$ cat src/rtl/pc_redirect_sequencer.sv
// Fetch PC owner: sequential +4, branch/jump redirects with flush and bubbles, stall and halt.
// Latency: a redirect in cycle N shows its target on pc with pc_valid in cycle N+1+FLUSH_CYCLES; a stall holds pc.
// PCSEQ_DELAY_SLOT_EN: jumps keep one delay slot, with no flush and no bubble.
module pc_redirect_sequencer #(
    parameter int unsigned     PC_W         = 32,
    parameter logic [PC_W-1:0] RESET_PC     = 32'h0000_0000,
    parameter int unsigned     FLUSH_CYCLES = 1
) (
    input  logic            clk,
    input  logic            rst,
    input  logic            fetch_ready,
    input  logic            stall,
    input  logic            halt_req,
    input  logic            jump_req,
    input  logic [25:0]     jump_index,
    input  logic [PC_W-1:0] jump_base,
    input  logic            branch_req,
    input  logic [15:0]     branch_offset,
    input  logic [PC_W-1:0] branch_base,
    output logic [PC_W-1:0] pc,
    output logic            pc_valid,
    output logic            flush,
    output logic [1:0]      state,
    output logic            halted
);

    typedef enum logic [1:0] {
        S_RUN    = 2'd0,
        S_STALL  = 2'd1,
        S_BUBBLE = 2'd2,
        S_HALT   = 2'd3
    } state_e;

    state_e          state_q, state_d;
    logic [PC_W-1:0] pc_q, pc_d;
    logic [2:0]      cnt_q, cnt_d;

    logic [PC_W-1:0] jump_tgt;
    logic [PC_W-1:0] branch_tgt;
    logic [PC_W-1:0] redirect_pc;
    logic            redirect;
    logic            unused_jump_base;

    assign jump_tgt   = {jump_base[PC_W-1:28], jump_index, 2'b00};
    assign branch_tgt = branch_base + {{(PC_W-18){branch_offset[15]}}, branch_offset, 2'b00};
    assign unused_jump_base = ^jump_base[27:0];

`ifdef PCSEQ_DELAY_SLOT_EN
    logic            pend_vld_q, pend_vld_d;
    logic [PC_W-1:0] pend_pc_q, pend_pc_d;
    logic            jump_arm;

    // Only branches flush; a jump waits in the pending register for the slot to be fetched.
    assign redirect    = branch_req && (state_q != S_HALT);
    assign redirect_pc = branch_tgt;
    assign jump_arm    = jump_req && !branch_req && (state_q != S_HALT);
`else
    assign redirect    = (branch_req || jump_req) && (state_q != S_HALT);
    assign redirect_pc = branch_req ? branch_tgt : jump_tgt;
`endif

    always_comb begin
        state_d  = state_q;
        pc_d     = pc_q;
        cnt_d    = cnt_q;
        pc_valid = (state_q == S_RUN);
        halted   = (state_q == S_HALT);
        flush    = 1'b0;
`ifdef PCSEQ_DELAY_SLOT_EN
        pend_vld_d = pend_vld_q;
        pend_pc_d  = pend_pc_q;
`endif
        if (redirect) begin
            flush   = 1'b1;
            pc_d    = redirect_pc;
            state_d = S_BUBBLE;
            cnt_d   = 3'(FLUSH_CYCLES);
`ifdef PCSEQ_DELAY_SLOT_EN
            pend_vld_d = 1'b0;
`endif
        end else begin
            case (state_q)
                S_RUN: begin
                    if (halt_req) begin
                        state_d = S_HALT;
                    end else if (stall) begin
                        state_d = S_STALL;
                    end else if (fetch_ready) begin
`ifdef PCSEQ_DELAY_SLOT_EN
                        pc_d       = pend_vld_q ? pend_pc_q : pc_q + PC_W'(4);
                        pend_vld_d = 1'b0;
`else
                        pc_d = pc_q + PC_W'(4);
`endif
                    end
                end
                S_STALL: begin
                    if (halt_req) begin
                        state_d = S_HALT;
                    end else if (!stall) begin
                        state_d = S_RUN;
                    end
                end
                S_BUBBLE: begin
                    if (cnt_q <= 3'd1) begin
                        state_d = S_RUN;
                        cnt_d   = 3'd0;
                    end else begin
                        cnt_d = cnt_q - 3'd1;
                    end
                end
                default: ;
            endcase
`ifdef PCSEQ_DELAY_SLOT_EN
            if (jump_arm) begin
                pend_vld_d = 1'b1;
                pend_pc_d  = jump_tgt;
            end
`endif
        end
    end

    always_ff @(posedge clk) begin
        if (rst) begin
            state_q <= S_RUN;
            pc_q    <= RESET_PC;
            cnt_q   <= 3'd0;
`ifdef PCSEQ_DELAY_SLOT_EN
            pend_vld_q <= 1'b0;
            pend_pc_q  <= '0;
`endif
        end else begin
            state_q <= state_d;
            pc_q    <= pc_d;
            cnt_q   <= cnt_d;
`ifdef PCSEQ_DELAY_SLOT_EN
            pend_vld_q <= pend_vld_d;
            pend_pc_q  <= pend_pc_d;
`endif
        end
    end

    assign pc    = pc_q;
    assign state = state_q;

endmodule

$ cat config.mk
export PLATFORM = sky130hd
export DESIGN_NAME = pc_redirect_sequencer
export DESIGN_NICKNAME = d
export VERILOG_FILES = /design/src/rtl/pc_redirect_sequencer.sv
export SDC_FILE = /design/constraint.sdc
export NUM_CORES = 1
export LEC_CHECK = 0
export BUFFER_PORTS_ARGS = -buffer_cell sky130_fd_sc_hd__buf_2
export CAP_MARGIN = 5
export CELL_PAD_IN_SITES_DETAIL_PLACEMENT = 1
export CELL_PAD_IN_SITES_GLOBAL_PLACEMENT = 2
export CORE_MARGIN = 5
export CORE_UTILIZATION = 30
export CTS_CLUSTER_SIZE = 16
export DETAILED_ROUTE_END_ITERATION = 10
export PLACE_DENSITY = 0.92
export SLEW_MARGIN = 10
export SYNTH_ARGS = -nofsm -noshare
export SYNTH_HDL_FRONTEND = slang
export SYNTH_SLANG_ARGS = --single-unit
$ cat constraint.sdc
create_clock -name clk -period 3.71 [get_ports clk]
set_input_delay 0.371 -clock clk [delete_from_list [all_inputs] [get_ports clk]]
set_output_delay 0.371 -clock clk [all_outputs]
set_load 0.03 [all_outputs]
Word-level counts from Yosys, hierarchy flattened
Index checks and enable logic that the tools add are counted.
{"block": "totals", "in_bits": 113, "reg_bits": 37}
{"block": "op_classes", "eq_ne": 12, "n_addsub": 3, "magnitude_cmp": 1, "n_reduce_logical": 12, "mux": 17}
{"op": "2-to-1 mux 32 bit", "count": 6}
{"op": "adder 32 x 3 -> 32 bit, second input constant", "count": 1}
{"op": "adder 32 bit", "count": 1}
{"op": "2-to-1 mux 2 bit", "count": 6}
{"op": "AND reduction 4 bit", "count": 3}
{"op": "inequality test 3 bit, second input constant", "count": 3}
{"op": "case mux 2 bit (3 select lines)", "count": 1}
{"op": "nonzero test 2 bit", "count": 3}
{"op": "== test 2 bit, second input constant", "count": 2}
{"op": "inequality test 2 x 1 -> 1 bit, second input constant", "count": 2}
{"op": "inequality test 2 bit, second input constant", "count": 2}
{"op": "inequality test 4 x 3 -> 1 bit, second input constant", "count": 1}
{"op": "inequality test 4 bit, second input constant", "count": 1}
{"op": "nonzero test 4 bit", "count": 1}
{"op": "less-or-equal comparator 3 x 1 -> 1 bit, second input constant", "count": 1}
{"op": "2-to-1 mux 1 bit", "count": 3}
{"op": "2-to-1 mux 3 bit", "count": 1}
{"op": "nonzero test 3 bit", "count": 1}
{"op": "subtractor 3 x 1 -> 3 bit, second input constant", "count": 1}
{"op": "== test 2 x 1 -> 1 bit, second input constant", "count": 1}
{"op": "logical NOT 2 bit", "count": 1}
{"op": "OR reduction 2 bit", "count": 1}
{"op": "logical AND 1 bit", "count": 1}
{"op": "logical OR 1 bit", "count": 1}

Longest topological paths before layout
{"block": "depth", "ltp_word": 6, "mapped_depth": 10}

Worst setup path before layout
Ideal clock, no wire load.
{"block": "synth_timing", "path_kind": "reg-to-output", "start": "register state_q[1] (netlist: state[1])", "end": "output flush", "t_arrival_ps": 2179, "setup_slack_ps": 1160, "stages_incl_launch_ff": 8, "path_cell_list": "dfxtp_1 -> ha_1 -> buf_2 -> inv_1 -> o21ai_2 -> clkinv_1 -> clkbuf_1 -> buf_1"}
{"block": "synth_via", "elab_chain_len": 3}
{"item": "start, declared", "line_no": "34", "rtl": "state_e state_q, state_d;"}
{"item": "start signal, assigned", "line_no": "133", "rtl": "state_q <= state_d;"}
{"item": "inequality test 2 bit", "line_no": "58", "rtl": "assign redirect = (branch_req || jump_req) && (state_q != S_HALT);"}
{"item": "logical AND 1 bit", "line_no": "58"}
{"item": "2-to-1 mux 1 bit", "line_no": "73", "rtl": "if (redirect) begin"}
{"item": "end, declared", "line_no": "22", "rtl": "output logic flush,"}
Every way passes these cells.

Worst setup path in the final report
{"block": "layout_timing", "start": "input branch_req", "end": "output flush"}
{"block": "layout_via", "elab_chain_len": 3}
{"item": "start, declared", "line_no": "17", "rtl": "input logic branch_req,"}
{"item": "logical OR 1 bit", "line_no": "58"}
{"item": "logical AND 1 bit", "line_no": "58"}
{"item": "2-to-1 mux 1 bit", "line_no": "73"}
Every way passes these cells.

==> impl_metrics.env <==
export IMPL_synth_xor_area_share_pct=9.40
export IMPL_dpl_instance_area_sq_um=4870
export IMPL_worst_ep_required_time_ns=3.34
export IMPL_dp_hpwl_um=12100
export IMPL_holdPathEnd="pc[1]$_SDFFE_PP0P_"
export IMPL_dieArea_sq_um=16100
export IMPL_ys_warnings_count=0
export IMPL_cts_made_buffers=5
export IMPL_diodes=0
export IMPL_holdBufCountCts=0
export IMPL_grt_max_degree=34
export IMPL_final_cell_area_sq_um=5060
export IMPL_yosys_area_share_simple_pct=24.6
export IMPL_cp_arrival_ns=2.85
export IMPL_tns_ns=0
export IMPL_clock_sinks=37
export IMPL_endpoint_kind="primary output"
export IMPL_fp_row_count=42
export IMPL_port_buffers=121
export IMPL_grt_pass1_wl_um=23800
export IMPL_core_sq_um=13300
export IMPL_layout_min_cycle_time_ns=3.22
export IMPL_grt_usage_pct=17.9
export IMPL_grt_pass1_vias=4834
export IMPL_die_y_um=127
export IMPL_rsz0062_at_grt="no"
export IMPL_gp_congestion=0.886
export IMPL_placed_cells=819
export IMPL_ys_flop_type="dfxtp_1"
export IMPL_fin_cells=827
export IMPL_grt_overflow=0
export IMPL_vias_per_cell=5.53
export IMPL_r2r_end="pc[29]$_SDFFE_PP0P_"
export IMPL_yosysUniqueCellTypes=68
export IMPL_p_per_area_nw_per_um2=349
export IMPL_synth_compound_area_share_pct=28.5
export IMPL_hold_path_class="in -> reg"
export IMPL_wl_per_cell_um=18.0
export IMPL_leakage_nw=2.30
export IMPL_synth_edf_count=0
export IMPL_htree_levels=2
export IMPL_syn_avg_cell_area_sq_um=7.53
export IMPL_cts_setup_buffers=0
export IMPL_drc_errors=0
export IMPL_synthesis_instances=544
export IMPL_min_from="branch_base[1]"
export IMPL_startpoint="branch_req"
export IMPL_dr_pass1_iters=4
export IMPL_fmax_mhz=310
export IMPL_cts_max_path_buffers=2
export IMPL_clock_skew_ns=0.00825
export IMPL_synth_mux_area_share_pct=2.99
export IMPL_hold_viol=0
export IMPL_ys_seq_area_share_pct=18.1
export IMPL_antenna_found_initial=0
export IMPL_setup_viol=0
export IMPL_r2r_start="state[1]$_SDFFE_PP0P_"
export IMPL_synth_nets=694
export IMPL_ys_async_sr_fraction_pct=0
export IMPL_finalCritPeriodShare_pct=86.8
export IMPL_path_max_fanout=22
export IMPL_p_total_mw=1.76
export IMPL_drtIter0Drc=226
export IMPL_worst_pin_slew_ns=0.983
export IMPL_path_class="in -> out"
export IMPL_slew_viol_final=0
export IMPL_root_buffer="clkbuf_16"
export IMPL_pin_count=150
export IMPL_final_layout_size_suffix_gt1_share_pct=23.8
export IMPL_netlist_area_sq_um=4100
export IMPL_ant_nets=0
export IMPL_critPathLaunchType="input pin"
export IMPL_finalNetCount=800
export IMPL_n_fill_cell=1671
export IMPL_ys_ff_latch=37
export IMPL_status="completed"
export IMPL_area_growth_pct=23.5
export IMPL_start_util_pct=30.8
export IMPL_r2r_setup_slack_ns=0.75
export IMPL_synth_fa_ha_area_share_pct=11.5
export IMPL_path_clk_slew_ns=0.06
export IMPL_dpl_worst_slack_ns=0.476
export IMPL_reg2regPathDepth=7
export IMPL_clock_latency_ns=0.29
export IMPL_die_x_um=127
export IMPL_dr_total_vias=4571
export IMPL_cap_violations=0
export IMPL_irDropWorstVdd_mv=0.178
export IMPL_slew_headroom_pct=34.5
export IMPL_tritoncts="yes"
export IMPL_routed_wl_um=14900
export IMPL_whs_path_depth=3
export IMPL_synth_top_family_by_area="compound AO/OA/AOI/OAI gates"
export IMPL_cts_resized=0
export IMPL_setup_slack_ns=0.489
## report_power, final
group / internal [mW] / leakage (nW) / switching [mW]
Combinational: 0.274 / 1.90 / 0.438
Clock: 0.384 / 0.0938 / 0.170
Sequential: 0.440 / 0.307 / 0.0582
Total: 1.10 / 2.30 / 0.666
## synth_stat cells, types with 3 or more instances
cell type	count	area share, %
and4_1	5	1.1
a211oi_1	16	2.9
o21a_1	4	0.73
inv_1	24	2.2
ha_1	36	11
and2_1	4	0.61
buf_2	3	0.37
nand3_1	30	3.7
a21oi_1	51	6.2
o31ai_1	3	0.55
nor2_1	47	4.3
a221oi_1	5	1.1
clkbuf_1	18	1.6
o21ai_0	23	2.8
a21o_1	18	3.3
nand2_1	38	3.5
xor2_1	15	3.2
and3_1	11	1.7
mux2i_1	10	2.4
nor3_1	10	1.2
nand2b_1	3	0.46
o211ai_1	3	0.55
a31oi_1	13	2.0
buf_1	5	0.46
o22ai_1	4	0.61
xnor2_1	29	6.2
o221ai_1	3	0.64
o21bai_1	4	0.73
or3_1	8	1.2
nand4_1	14	2.1
dfxtp_1	37	18
## state kept, by name (all words and copies together), names as in the netlist
signal,cells
pc,32
cnt_q,3
state,2
## cell type report
cell class	instances	area [sq um]	share of cell area, %
tap	176	220	4.35
clock inverter	3	65.1	1.29
clock buffer	5	125	2.47
timing repair buffer	126	643	12.7
inverter	26	97.6	1.93
multi-input combinational	454	3170	62.6
sequential	37	741	14.6
## cells in the final DEF (no fill, tap or decap), types with 3 or more instances in the layout
cell and instances:
xor2_1 15, nor3_1 10, dfxtp_1 37, a21oi_1 51, a221oi_1 5, nand3_1 30, and4_1 5, buf_2 121
nand2_1 38, buf_4 5, or3_1 8, a21o_1 18, xnor2_1 29, a211oi_1 16, nor2_1 47, and2_1 4
mux2i_1 10, o211ai_1 3, o22ai_1 4, and3_1 11, ha_1 36, inv_1 24, clkbuf_16 5, o31ai_1 3
nand4_1 14, o21ai_0 23, a31oi_1 13, nand2b_1 3, o221ai_1 3, o21bai_1 4, o21a_1 4
## worst max path at each step
| stage | end | slack (ns) |
|---|---|---|
| after global routing | flush | 0.34 |
| after detailed placement | pc[29]$_SDFFE_PP0P_ | 0.48 |
| after floorplan | flush | 1.16 |
| after global placement | pc[23]$_SDFFE_PP0P_ | 0.56 |
| final | flush | 0.49 |
| after CTS | flush | 0.49 |
## per-layer routing
layer | routed length (um) | track usage (%)
met3 | 647 | 2.06
met5 | 0 | 0
met2 | 7480 | 32.6
met4 | 286 | 4.92
met1 | 6500 | 22.2
## critical path: stages
cell and delay, ns:
buf_2 0.27, o21ai_2 0.85, clkinv_1 0.70, buf_4 0.42, buf_2 0.21
## per-stage QoR
stage	hold slack (ns)	utilization, %
6_report	0.326	38.1
5_1_grt	0.340	38.1
4_1_cts	0.326	38.1
3_5_place_dp	0.510	36.6
3_3_place_gp	0.490	36.6
2_1_floorplan	0.501	-
## cells by family after synthesis
logic type | after synthesis
AND/OR/NAND/NOR | 189
AO/OA/AOI/OAI | 172
buffers and inverters | 53
XOR/XNOR | 44
adder cells (fa/ha/maj) | 37
flip-flops | 37
multiplexers | 12
No activity file was read; power rests on OpenSTA's default activity.
